$ cat src/rtl/conv_pkg.sv
// Shared constants and types for the 1-D convolution engine controllers.
package conv_pkg;

    localparam int X_LEN  = 43;
    localparam int F_LEN  = 16;
    localparam int DATA_W = 32;
    localparam int XA_W   = 6;
    localparam int FA_W   = 4;
    localparam int Y_LEN  = X_LEN - F_LEN + 1;

    typedef enum logic {
        LOAD = 1'b0,
        CONV = 1'b1
    } in_state_t;

endpackage

$ cat src/rtl/stream_wr_cnt.sv
// Per-stream write counter: turns a valid/ready stream into sequential
// memory writes and reports when LEN entries have been written.
module stream_wr_cnt #(
    parameter int LEN = 16,
    parameter int AW  = 4
) (
    input  logic          clk,
    input  logic          reset,
    input  logic          clear,
    input  logic          enable,
    input  logic          valid,
    output logic          ready,
    output logic          wr_en,
    output logic [AW-1:0] wr_addr,
    output logic          full,
    output logic          full_nxt
);

    // The count must be able to hold LEN itself so that "full" is exact.
    localparam int CW = ($clog2(LEN + 1) > AW) ? $clog2(LEN + 1) : AW;

    logic [CW-1:0] cnt;
    logic          last;

    // Ready, write strobe and address are all zero-latency functions of the count.
    always_comb begin
        full     = (cnt == CW'(LEN));
        last     = (cnt == CW'(LEN - 1));
        ready    = enable & ~full;
        wr_en    = valid & ready;
        wr_addr  = cnt[AW-1:0];
        full_nxt = full | (wr_en & last);
    end

    // Count accepted transfers; a clear restarts the frame at address 0.
    always_ff @(posedge clk) begin
        if (reset || clear) begin
            cnt <= '0;
        end else if (wr_en) begin
            cnt <= cnt + CW'(1);
        end
    end

endmodule

$ cat src/rtl/ctrl_conv_input.sv
// Input-side controller of the 1-D convolution engine. Receives the x and f
// streams, writes them into x/f memory, then holds conv_start until the output
// controller reports conv_done.
// Optional macro CTRL_CONV_INPUT_FILTER_PERSIST_EN: filter taps are loaded only
// once after reset and reused by every later frame.
module ctrl_conv_input
    import conv_pkg::*;
#(
    parameter int X_LEN  = conv_pkg::X_LEN,
    parameter int F_LEN  = conv_pkg::F_LEN,
    parameter int DATA_W = conv_pkg::DATA_W,
    parameter int XA_W   = conv_pkg::XA_W,
    parameter int FA_W   = conv_pkg::FA_W
) (
    input  logic              clk,
    input  logic              reset,
    input  logic              s_valid_x,
    input  logic [DATA_W-1:0] s_data_x,
    output logic              s_ready_x,
    input  logic              s_valid_f,
    input  logic [DATA_W-1:0] s_data_f,
    output logic              s_ready_f,
    input  logic              conv_done,
    output logic              conv_start,
    output logic              xmem_wr_en,
    output logic [XA_W-1:0]   xmem_wr_addr,
    output logic [DATA_W-1:0] xmem_wr_data,
    output logic              fmem_wr_en,
    output logic [FA_W-1:0]   fmem_wr_addr,
    output logic [DATA_W-1:0] fmem_wr_data
);

    in_state_t state, next_state;

    logic load_en;
    logic frame_end;
    logic clear_x;
    logic clear_f;
    logic x_full, x_full_nxt;
    logic f_full, f_full_nxt;

    stream_wr_cnt #(.LEN(X_LEN), .AW(XA_W)) u_x_cnt (
        .clk      (clk),
        .reset    (reset),
        .clear    (clear_x),
        .enable   (load_en),
        .valid    (s_valid_x),
        .ready    (s_ready_x),
        .wr_en    (xmem_wr_en),
        .wr_addr  (xmem_wr_addr),
        .full     (x_full),
        .full_nxt (x_full_nxt)
    );

    stream_wr_cnt #(.LEN(F_LEN), .AW(FA_W)) u_f_cnt (
        .clk      (clk),
        .reset    (reset),
        .clear    (clear_f),
        .enable   (load_en),
        .valid    (s_valid_f),
        .ready    (s_ready_f),
        .wr_en    (fmem_wr_en),
        .wr_addr  (fmem_wr_addr),
        .full     (f_full),
        .full_nxt (f_full_nxt)
    );

    assign xmem_wr_data = s_data_x;
    assign fmem_wr_data = s_data_f;

    // Next-state logic; the LOAD exit also looks at the transfer completing this cycle.
    always_comb begin
        next_state = state;
        load_en    = 1'b0;
        frame_end  = 1'b0;
        unique case (state)
            LOAD: begin
                load_en = 1'b1;
                if (x_full_nxt && f_full_nxt) begin
                    next_state = CONV;
                end
            end
            CONV: begin
                if (conv_done) begin
                    frame_end  = 1'b1;
                    next_state = LOAD;
                end
            end
            default: next_state = LOAD;
        endcase
    end

    // Frame-end clearing; with persistent filters the tap counter stays full
    // so later frames need only the x stream to complete.
    always_comb begin
        clear_x = frame_end;
`ifdef CTRL_CONV_INPUT_FILTER_PERSIST_EN
        clear_f = 1'b0;
`else
        clear_f = frame_end;
`endif
    end

    // State register plus registered conv_start, which tracks the state being entered.
    always_ff @(posedge clk) begin
        if (reset) begin
            state      <= LOAD;
            conv_start <= 1'b0;
        end else begin
            state      <= next_state;
            conv_start <= (next_state == CONV);
        end
    end

    // Full flags are implied by the state machine; they are kept for visibility only.
    logic unused_full;
    assign unused_full = x_full ^ f_full;

endmodule

$ cat config.mk
export PLATFORM = sky130hd
export DESIGN_NAME = ctrl_conv_input
export DESIGN_NICKNAME = d
export VERILOG_FILES = /design/src/rtl/conv_pkg.sv /design/src/rtl/stream_wr_cnt.sv /design/src/rtl/ctrl_conv_input.sv
export SDC_FILE = /design/constraint.sdc
export NUM_CORES = 1
export LEC_CHECK = 0
export CELL_PAD_IN_SITES_DETAIL_PLACEMENT = 0
export CELL_PAD_IN_SITES_GLOBAL_PLACEMENT = 1
export CORE_MARGIN = 1.5
export CORE_UTILIZATION = 16
export CTS_CLUSTER_DIAMETER = 50
export DETAILED_ROUTE_END_ITERATION = 7
export PLACE_DENSITY = 0.87
export SLEW_MARGIN = 10
export SYNTH_ARGS = -nofsm -noshare
export SYNTH_HDL_FRONTEND = slang
export SYNTH_SLANG_ARGS = --single-unit
$ cat constraint.sdc
create_clock -name clk -period 2.2 [get_ports clk]
set_clock_uncertainty 0.15 [all_clocks]
set_input_delay 0.44 -clock clk [delete_from_list [all_inputs] [get_ports clk]]
set_output_delay 0.44 -clock clk [all_outputs]
set_load 0.01 [all_outputs]
# Word level (Yosys, flattened, before mapping)
# Index checks and enable logic that the tools add are counted.
dict set report totals {
  regBits 12
  latch_bits 0
  ram_bits 0
  romBits 0
  inputBits 69
  mem_count 0
}
dict set report op_classes {
  n_addsub 2
  n_mul 0
  n_div 0
  magnitude_cmp 0
  n_eq_ne 4
  shifts 0
  n_mux 6
  bitwise_logic 11
  n_reduce_logical 2
}
# operator count
set ops {}
lappend ops {{$eq 6x6->1 const B} 2}
lappend ops {{$add 6x1->6 const B} 1}
lappend ops {{$and 1x1->1} 6}
lappend ops {{$add 5x1->5 const B} 1}
lappend ops {{$eq 5x4->1 const B} 1}
lappend ops {{$eq 5x5->1 const B} 1}
lappend ops {{$mux 1} 5}
lappend ops {{$not 1->1} 3}
lappend ops {{$or 1x1->1} 2}
lappend ops {{$pmux 1 s2} 1}
lappend ops {{$logic_and 1x1->1} 1}
lappend ops {{$logic_or 1x1->1} 1}

# Longest topological paths before layout
dict set report logic_depth {
  word_depth 9
  ltp_mapped 5
  mapped_depth_nobuf 5
}

# By module
# A second synthesis with hierarchy kept.
dict set report unflattened {
  cells_unflattened 152
  hier_area_um2 1208.7
}
# mod instances cells_each area_per_inst_um2 seq_area_each_um2
set by_module_without_submodules {}
lappend by_module_without_submodules {ctrl_conv_input 1 70 530.5 20.0}
lappend by_module_without_submodules {{stream_wr_cnt at u_x_cnt} 1 42 342.8 120.1}
lappend by_module_without_submodules {{stream_wr_cnt at u_f_cnt} 1 40 335.3 100.1}

# Least setup slack after synthesis
# Ideal clock, no wire load.
dict set report synth_path {
  kind {reg-to-reg}
  startpoint {register u_f_cnt.cnt[0]}
  endpoint {register u_f_cnt.cnt[2]}
  setup_time_ps 70
  t_arrival_ps 1405
  required_time_ps 1980
  slack_ps 575
  path_stages_with_launch 6
  path_buffers 0
  period_less_slack_ps 1625
  path_cell_list {dfxtp_1 inv_1 ha_1 and4bb_4 or4_1 a21oi_1}
}
dict set report synth_between {
  elab_chain_len 4
  elab_cells_between_ends 5
  classes_between {add/sub: 1; eq/ne: 1; bitwise: 3}
}
# item line
set synth_rtl {}
lappend synth_rtl {{from (decl)} stream_wr_cnt.sv:22} ;# logic [CW-1:0] cnt;
lappend synth_rtl {{from (signal assigned)} stream_wr_cnt.sv:40} ;# cnt <= cnt + CW'(1);
lappend synth_rtl {{parallel branches: the longest is 4 deep, another holds $add 5x1->5} --}
# Several ways; the timed one is not identified.
# A chain may end at the register's enable or synchronous reset.

# Worst setup path in the final report
dict set report layout_path {
  startpoint {register u_f_cnt.cnt[0]}
  endpoint {output s_ready_f}
}
dict set report layout_between {
  elab_chain_len 3
}
# item line
set layout_rtl {}
lappend layout_rtl {{$eq 5x5->1} stream_wr_cnt.sv:27} ;# full = (cnt == CW'(LEN));
lappend layout_rtl {{$not 1->1} stream_wr_cnt.sv:29} ;# ready = enable & ~full;
lappend layout_rtl {{$and 1x1->1} stream_wr_cnt.sv:29}
lappend layout_rtl {{to (decl)} ctrl_conv_input.sv:22} ;# output logic s_ready_f,
# No other way between the ends.

==> flow_summary.toml <==
[run_status]
status = "complete, no violations"

[placed_design]
globalplace.congestion = 0.7327
io_buffers = 19
hpwl_um = 1703
dpl_cell_area_um2 = 1075

[drt]
via_count = 732
drtPass1Iterations = 4
drt_iter0_drc = 17
drc = 0
vias_per_cell = 3.469
routed_wirelength_um = 2170
wl_per_cell_um = 10.28
ant_nets = 0

[floorplan]
dieHeight_um = 89.37
fp-row-count = 31
core_area_um2 = 7253
initial_core_util_pct = 16.46
chipWidth_um = 89.37
die_area_um2 = 7987
ios = 148

[timing]
min_period_ns = 2.062
fin_setup_tns_ns = 0
finalMaxSlewViolations = 0
tightest_slew_ns = 0.3820
setup_viol = 0
rsz0062_at_grt = "no"
final_hold_viol_count = 0
slew_headroom_pct = 74.53
period_share_pct = 93.74
holdWs_ns = 0.3456
fmax_mhz = 484.9

[logic_synthesis]
seq_area_frac_synth_pct = 20.13
synthArstFlopShare_pct = 0
synth_fa_ha_area_share_pct = 5.241
synth.distinct_cells = 28
synth_compound_area_share_pct = 11.74
synth_top_family_by_area = "buffers and inverters"
syn_area_per_cell_um2 = 8.120
synth_cells = 147
ys_ff_latch = 12
yosysWarnings = 0
synth_xor_area_share_pct = 0
yosys.area_share.simple_pct = 14.99
yosys_most_used_dff = "dfxtp_1"
syn_nets = 221
muxShareOfSynthArea_pct = 2.516
synth_edf_count = 0
syn-cell-area_um2 = 1194

[run]
cap_violations = 0

[cts]
clkLatencyLatePin_ns = 0.24
cts_tree = "built"
numCtsBuffers = 3
clk_pin_slew_ns = 0.06
postCtsSetupBuffers = 0
cts_sinks = 12
cts_root_buffer = "clkbuf_8"
clk_path_buf_depth = 2
cts_htree_levels = 1

[global_route]
grt_max_degree = 9
use_met2_pct = 8.817
grt_first_pass_wirelength_um = 3243
grtUsageMet1_pct = 5.598
grt-busiest-layer = "met2"
antenna_found_initial = 0
grt_overflow = 0
grtUsageTotal_pct = 5.232
grt_pass1_vias = 667
grt_use_met3_pct = 1.754

[power]
p_sw_uw = 143.3
leakage_uw = 0.0004155
combPwrFrac_pct = 17.0
seqPwrFrac_pct = 40.2
switching_share_pct = 24.70
power_density_nw_per_um2 = 515.3
clkPwrFrac_pct = 42.8
peakVddDrop_uv = 76.17
power.internal_uw = 436.9

[worst_setup_path]
path_cells = "inv_1, ha_1, and4bb_4, nor2_1, dlygate4sd2_1"
slowest_delay_ns = 0.33
cp-startpoint = "u_f_cnt.cnt[0]"
worstSetupEndpointType = "output pin"
reg2reg_slack_ns = 0.58
crit_required_ns = 1.61
r2r_start = "u_f_cnt.cnt[0]"
critical_path_class = "register to output pin"
path_delay_family = "simple AND/OR/NAND/NOR gates"
arrival_ns = 1.47
critPathMaxFanout = 5
critical-path-slowest-cell = "dfxtp_1"
crit_buf_inv = 2
startpoint_type = "register"

[finish]
finalInstanceArea_um2 = 1126
final_common_cell = "clkdlybuf4s50_1"
final_cell_mix = "15 x clkdlybuf4s50_1, 11 x buf_4, 11 x dfxtp_1"
num-nets-final = 187
drive_gt1_share_pct = 18.75
layout-area-overhead-vs-synth_pct = -5.660
antenna_cells = 0

[worst_hold_path]
min_from = "u_x_cnt.wr_addr[2]"
hold_class = "register to register"
kinds of logic (layout without fill, tap and decap cells):
logic type / Yosys count / count (layout)
simple gates: 29 / 29
compound gates: 22 / 22
buf+inv: 76 / 41
mux: 3 / 3
flops: 12 / 12
fa+ha+maj: 5 / 5
worst reg2reg max path, stage by stage, from the launching register on:
cell	delay, ns
dfxtp_1	0.33
inv_1	0.05
ha_1	0.20
and4bb_4	0.23
or4_1	0.46
a21oi_1	0.14
metrics by stage:
stage,setup WS [ns],total power (uW),std cells,utilization [%]
5_1_grt,0.03956,606.5,211,15.53
4_1_cts,0.1348,584.7,211,15.53
3_5_place_dp,-0.1186,340.0,207,14.82
3_3_place_gp,-0.1320,339.1,207,14.82
2_1_floorplan,0.5750,406.8,147,-
6_report,0.1377,580.2,211,15.53
registers in the layout, indices dropped and copies added (netlist names):
name / cells
state: 1
u_f_cnt.cnt: 5
u_x_cnt.wr_addr: 6
synthesized netlist by cell type (2+ instances only):
cell,number,area (um2)
ha_1,5,62.56
a21oi_2,2,17.52
a21oi_1,8,40.04
mux2i_1,3,30.03
a211oi_1,2,15.01
nand3_1,2,10.01
dfxtp_1,12,240.2
or3_1,2,12.51
a21o_1,2,15.01
nand2b_1,5,31.28
nand2_1,8,30.03
nor2_1,3,11.26
inv_1,7,26.28
buf_4,68,510.5
o21ai_0,5,25.02
final timing paths:
| path | endpoint | cells after the start |
|---|---|---|
| hold / removal | u_x_cnt.wr_addr[2] | 2 |
| hold reg to reg | u_x_cnt.wr_addr[2] | 2 |
| setup / recovery | s_ready_f | 5 |
| setup reg to reg | u_f_cnt.cnt[2] | 5 |
power groups by stage:
stage	sequential, uW	clock, uW	combinational [uW]
4_1_cts	233	252	99.9
2_1_floorplan	241	0	166
6_report	233	248	98.8
3_3_place_gp	237	0	102
5_1_grt	234	262	111
3_5_place_dp	238	0	102
area by class of cell:
type | instances | area [um2]
clock buffers | 4 | 55.05
multi-input cells | 59 | 411.6
flip-flops and latches | 12 | 241.5
well taps | 99 | 123.9
inverters | 7 | 26.28
repair buffers | 30 | 267.8
fillers | 824 | 6127
layer usage:
layer / part of all wire (%) / vias up
met4: 1.8 / 0
met1: 39 / 337
met5: 0 / -
met2: 49 / 33
li1: - / 354
met3: 9.9 / 8
what timing repair did:
action / in CTS / in global routing
hold buffers: 0 / 0
resized for setup: 5 / 0
endpoints found under the setup margin: 4 / 0
Power figures use the tool's default switching activity.
